===== src/rtl/capstone_pkg.sv =====
// Shared types and constants for the serial capture datapath.
// Frame length default, FSM states and counter sizing.
package capstone_pkg;

  localparam int CAP_WIDTH = 8;

  typedef enum logic {
    ST_IDLE = 1'b0,
    ST_RECV = 1'b1
  } state_t;

  function automatic int cnt_w(input int w);
    return $clog2(w + 1);
  endfunction

endpackage


===== src/rtl/frame_bit_counter.sv =====
// Bit counter for one serial frame; flags the final bit.
// Shared by the receive and transmit control paths.
module frame_bit_counter
  import capstone_pkg::*;
#(
  parameter int WIDTH = CAP_WIDTH,
  localparam int CW = cnt_w(WIDTH)
) (
  input  logic          CLK,
  input  logic          RST_N,
  input  logic          clear,
  input  logic          enable,
  output logic [CW-1:0] count,
  output logic          last
);

  localparam logic [CW-1:0] LAST = CW'(WIDTH - 1);

  always_ff @(posedge CLK or negedge RST_N) begin
    if (!RST_N)      count <= '0;
    else if (clear)  count <= '0;
    else if (enable) count <= count + CW'(1);
  end

  assign last = (count == LAST);

endmodule


===== src/rtl/result_shift_reg.sv =====
// Serial-in/parallel-out result capture with Valid/Ack handshake.
// Build option RX_MSB_FIRST_EN: first received bit lands in Pout MSB.
module result_shift_reg
  import capstone_pkg::*;
#(
  parameter int WIDTH = CAP_WIDTH
) (
  input  logic             CLK,
  input  logic             RST_N,
  input  logic             S,
  input  logic             Sin,
  input  logic             Ack,
  output logic [WIDTH-1:0] Pout,
  output logic             Valid,
  output logic             Busy,
  output logic             Overrun
);

  localparam int CW = cnt_w(WIDTH);

  state_t           state, state_nx;
  logic [WIDTH-1:0] shreg, word;
  logic [CW-1:0]    count;
  logic             last, done, clr, en;

  frame_bit_counter #(.WIDTH(WIDTH)) u_cnt (
    .CLK    (CLK),
    .RST_N  (RST_N),
    .clear  (clr),
    .enable (en),
    .count  (count),
    .last   (last)
  );

`ifdef RX_MSB_FIRST_EN
  assign word = {shreg[WIDTH-2:0], Sin};
`else
  assign word = {Sin, shreg[WIDTH-1:1]};
`endif

  always_ff @(posedge CLK or negedge RST_N) begin
    if (!RST_N) state <= ST_IDLE;
    else        state <= state_nx;
  end

  // S wins over completion for the next state, but the word still lands.
  always_comb begin
    state_nx = state;
    done     = 1'b0;
    clr      = 1'b0;
    en       = 1'b0;
    unique case (1'b1)
      (state == ST_IDLE): begin
        if (S) begin
          state_nx = ST_RECV;
          clr      = 1'b1;
        end
      end
      (state == ST_RECV): begin
        en   = 1'b1;
        done = last;
        if (S) begin
          clr = 1'b1;
        end else if (last) begin
          state_nx = ST_IDLE;
          clr      = 1'b1;
        end
      end
      default: state_nx = ST_IDLE;
    endcase
  end

  always_ff @(posedge CLK or negedge RST_N) begin
    if (!RST_N) begin
      shreg   <= '0;
      Pout    <= '0;
      Valid   <= 1'b0;
      Overrun <= 1'b0;
    end else begin
      if (state == ST_RECV) shreg <= word;
      if (done) begin
        Pout    <= word;
        Valid   <= 1'b1;
        Overrun <= Valid & ~Ack;
      end else if (Ack && Valid) begin
        Valid   <= 1'b0;
        Overrun <= 1'b0;
      end
    end
  end

  assign Busy = (state == ST_RECV);

  cnt_bound: assert property (
    @(posedge CLK) disable iff (!RST_N)
    count <= CW'(WIDTH - 1)
  );

endmodule


===== config.mk =====
export PLATFORM = sky130hd
export DESIGN_NAME = result_shift_reg
export DESIGN_NICKNAME = d
export VERILOG_FILES = /design/src/rtl/capstone_pkg.sv /design/src/rtl/frame_bit_counter.sv /design/src/rtl/result_shift_reg.sv
export SDC_FILE = /design/constraint.sdc
export NUM_CORES = 1
export LEC_CHECK = 0
export BUFFER_PORTS_ARGS = -buffer_cell sky130_fd_sc_hd__buf_2
export CAP_MARGIN = 20
export CORE_MARGIN = 8
export CORE_UTILIZATION = 56
export CTS_BUF_LIST = sky130_fd_sc_hd__clkbuf_8
export DETAILED_ROUTE_END_ITERATION = 6
export PLACE_DENSITY_LB_ADDON = 0.12
export RECOVER_POWER = 50
export SYNTH_ARGS = -nofsm -noshare
export SYNTH_HDL_FRONTEND = slang
export SYNTH_SLANG_ARGS = --single-unit

===== constraint.sdc =====
create_clock -name CLK -period 1.84 [get_ports CLK]
set_clock_uncertainty 0.05 [all_clocks]
set_input_delay 0.276 -clock CLK [delete_from_list [all_inputs] [get_ports CLK]]
set_output_delay 0.276 -clock CLK [all_outputs]
set_load 0.03 [all_outputs]

==> flow_results.xml <==
<?xml version="1.0" encoding="UTF-8"?>
<metrics>
  <group name="sta">
    <metric name="grt_setup_unrepaired" unit="">false</metric>
    <metric name="maxSlewHeadroom" unit="%">68.4</metric>
    <metric name="worst_slew_pin_slew" unit="ns">0.474</metric>
    <metric name="holdWs" unit="ns">0.209</metric>
    <metric name="count_of_final_setup_violators" unit="">0</metric>
    <metric name="final_critical_path_setup_slack" unit="ns">0.342</metric>
    <metric name="timing.final.crit_period" unit="ns">1.50</metric>
    <metric name="final.setup.tns" unit="ns">0</metric>
    <metric name="final-max-slew-violation-count" unit="">0</metric>
    <metric name="final.period_utilization" unit="%">81.4</metric>
    <metric name="maxClockFrequency" unit="GHz">0.667</metric>
    <metric name="final-hold-violation-count" unit="">0</metric>
  </group>
  <group name="yosys">
    <metric name="commonest_cells_in_the_synthesized_netlist" unit="">22 x sky130_fd_sc_hd__dfrtp_1, 10 x sky130_fd_sc_hd__mux2_2, 6 x sky130_fd_sc_hd__mux2_4</metric>
    <metric name="synth_cell_type_count" unit="">22</metric>
    <metric name="synth_area" unit="sq um">936</metric>
    <metric name="number_of_enable_type_register_cells_in_the_synthesized_netlist" unit="">0</metric>
    <metric name="yosysTopAreaCellShare" unit="%">58.8</metric>
    <metric name="synthesis.nets" unit="">66</metric>
    <metric name="synthFlopType" unit="">sky130_fd_sc_hd__dfrtp_1</metric>
    <metric name="synth.avg_cell_area" unit="sq um">15.6</metric>
    <metric name="synth_area_leader_cell" unit="">sky130_fd_sc_hd__dfrtp_1</metric>
    <metric name="yosys_warnings" unit="">0</metric>
    <metric name="synth_top_cells_by_area" unit="">sky130_fd_sc_hd__dfrtp_1 59%, sky130_fd_sc_hd__mux2_2 12%, sky130_fd_sc_hd__mux2_4 9.6%</metric>
    <metric name="post-synth-top-count-cell" unit="">sky130_fd_sc_hd__dfrtp_1</metric>
    <metric name="ys_seq_area_share" unit="%">58.8</metric>
    <metric name="synth-seq-cells" unit="">22</metric>
    <metric name="async_set_or_reset_flop_fraction_in_the_synthesized_netlist" unit="%">100</metric>
    <metric name="netlist_instances" unit="">60</metric>
  </group>
  <group name="clocking">
    <metric name="clock_tree.buffer_depth" unit="">2</metric>
    <metric name="tritoncts" unit="">done</metric>
    <metric name="cts-buffers-inserted" unit="">3</metric>
    <metric name="clock_latency" unit="ns">0.25</metric>
    <metric name="cts_num_sinks" unit="">22</metric>
    <metric name="cts.root.buffer_cell" unit="">sky130_fd_sc_hd__clkbuf_8</metric>
    <metric name="clkSlewWorstSetupHoldPaths" unit="ns">0.07</metric>
    <metric name="clock_tree.htree_level_count" unit="">1</metric>
    <metric name="postCtsSetupRepairBufs" unit="">0</metric>
  </group>
  <group name="final_layout">
    <metric name="post-route-util" unit="%">68.8</metric>
    <metric name="syn_to_final_growth" unit="%">13.2</metric>
    <metric name="layout_cell_share_with_drive_strength_beyond_1" unit="%">42.9</metric>
    <metric name="finalInstanceArea" unit="sq mm">0.00106</metric>
    <metric name="n_antenna_cell" unit="">0</metric>
    <metric name="layout.cells.non_filler" unit="">93</metric>
    <metric name="final_net_count" unit="">85</metric>
  </group>
  <group name="route">
    <metric name="avgRoutedWirePerCell" unit="um">15.5</metric>
    <metric name="drtPass1Iterations" unit="">2</metric>
    <metric name="drc" unit="">0</metric>
    <metric name="detail_route.vias_per_cell" unit="">5.40</metric>
    <metric name="final_antenna_net_count" unit="">0</metric>
    <metric name="dr_total_vias" unit="">502</metric>
    <metric name="detail_route.iter0.violations" unit="">2</metric>
    <metric name="finalWirelength" unit="um">1450</metric>
  </group>
  <group name="flow_run">
    <metric name="cap_viol_max_count" unit="">0</metric>
  </group>
  <group name="place">
    <metric name="placedCellCount" unit="">89</metric>
    <metric name="post-place-ws" unit="ns">0.340</metric>
    <metric name="place_area" unit="sq mm">0.00101</metric>
    <metric name="io_buffers" unit="">15</metric>
    <metric name="gpl_wtd_cong" unit="">0.769</metric>
  </group>
  <group name="setup_path">
    <metric name="worst_setup_path_endpoint" unit="">Pout[1]</metric>
    <metric name="critPathCaptureType" unit="">register</metric>
    <metric name="worstReg2RegEnd" unit="">Pout[1]</metric>
    <metric name="timing.critical_path.from_type" unit="">register</metric>
    <metric name="setup_crit_path_kind" unit="">register to register</metric>
    <metric name="r2r_cells" unit="">3</metric>
    <metric name="required_worst_endpoint" unit="ns">1.93</metric>
    <metric name="worstSetupStartpoint" unit="">u_cnt.count[0]</metric>
    <metric name="critical_path_arrival" unit="ns">1.59</metric>
    <metric name="setup.reg_to_reg.worst_slack" unit="ns">0.34</metric>
    <metric name="cp_max_fo" unit="">12</metric>
    <metric name="reg2reg_from" unit="">u_cnt.count[0]</metric>
  </group>
  <group name="pwr">
    <metric name="power.total" unit="mW">1.02</metric>
    <metric name="cellLeakagePower" unit="nW">0.524</metric>
    <metric name="worst_ir_drop_vdd" unit="mV">0.797</metric>
    <metric name="cellPowerDensity" unit="mW/mm^2">963</metric>
  </group>
  <group name="die">
    <metric name="initial_core_util" unit="%">60.7</metric>
    <metric name="chipHeight" unit="um">56.9</metric>
    <metric name="core_area" unit="sq mm">0.00154</metric>
    <metric name="placement_rows" unit="">14</metric>
    <metric name="floorplan.io_pins" unit="">16</metric>
    <metric name="floorplan.die.width" unit="um">56.9</metric>
    <metric name="die-area" unit="sq mm">0.00324</metric>
  </group>
  <group name="run_status">
    <metric name="run_status" unit="">complete, no violations</metric>
  </group>
  <group name="global_route">
    <metric name="grt_first_pass_wirelength" unit="um">2500</metric>
    <metric name="maximum_number_of_pins_on_one_net_before_global_route_repair" unit="">23</metric>
    <metric name="antenna_found_initial" unit="">0</metric>
    <metric name="gr-usage-all-layers" unit="%">9.71</metric>
    <metric name="number_of_global_route_vias_before_repair" unit="">545</metric>
    <metric name="globalRouteOverflowTotal" unit="">0</metric>
  </group>
  <group name="min_path">
    <metric name="class_of_the_most_critical_hold_timing_path" unit="">input pin to register</metric>
  </group>
</metrics>
==> cells by family (layout without fill, tap and decap cells) <==
group,Yosys count,count (layout),share of synthesized area [%]
flops,22,22,58.8
mux,17,17,22.7
simple gates,11,11,9.09
compound gates,5,5,4.55
buf+inv,3,20,2.54
fa+ha+maj,1,1,1.34
xor+xnor,1,1,0.936
==> placed cells by master, fill, tap and decap left out, types with 2 or more instances in the layout <==
cell | synthesis | final
sky130_fd_sc_hd__a21bo_2 | 2 | 2
sky130_fd_sc_hd__buf_2 | 1 | 10
sky130_fd_sc_hd__clkbuf_1 | 0 | 5
sky130_fd_sc_hd__clkbuf_8 | 0 | 3
sky130_fd_sc_hd__dfrtp_1 | 22 | 22
sky130_fd_sc_hd__mux2_2 | 10 | 10
sky130_fd_sc_hd__mux2_4 | 6 | 6
sky130_fd_sc_hd__nand3b_1 | 2 | 2
sky130_fd_sc_hd__nor2b_1 | 2 | 2
==> final cells by class <==
class	count	area [sq um]
Clock buffer	3	41.3
Fill cell	121	482
Multi-Input combinational cell	35	362
Tap cell	16	20.0
Timing Repair Buffer	17	86.3
Sequential cell	22	551
==> registers in the layout (all words and copies together), names as in the netlist <==
signal,flops
Pout,8
Overrun,1
Valid,1
Busy,1
u_cnt.count,4
shreg,7
==> critical path, cell delays in order (launching register included) <==
cell and delay, ns:
sky130_fd_sc_hd__dfrtp_1 0.38, sky130_fd_sc_hd__ha_1 0.29, sky130_fd_sc_hd__nand4b_4 0.28, sky130_fd_sc_hd__mux2_4 0.38
==> per-layer routing <==
metal	vias to the layer above	GRT usage [%]	part of all wire [%]
li1	245	-	-
met1	245	11.2	47
met2	10	15.5	49
met3	2	3.82	3.6
met4	0	4.03	0.90
met5	-	0	0
==> where the power goes <==
group | switching (mW) | internal (mW) | leakage, nW | total (mW)
logic | 0.104 | 0.0731 | 0.224 | 0.177
clock network | 0.139 | 0.146 | 0.0216 | 0.285
registers | 0.0285 | 0.530 | 0.279 | 0.559
total | 0.271 | 0.749 | 0.524 | 1.02
==> what timing repair did <==
item | in CTS | in global routing
resized for setup | 0 | 0
hold endpoints to repair | 22 | 0
hold buffers | 1 | 0
==> worst min-delay path by stage <==
stage	cells past startpoint	endpoint	slack (ns)	from
6_report	2	u_cnt.count[2]	0.21	S
5_1_grt	2	shreg[7]	0.22	Sin
4_1_cts	2	u_cnt.count[2]	0.20	S
3_5_place_dp	1	u_cnt.count[3]	0.21	RST_N
3_3_place_gp	1	u_cnt.count[3]	0.21	RST_N
2_1_floorplan	0	Busy	-0.07	RST_N
Power figures use the tool's default switching activity.
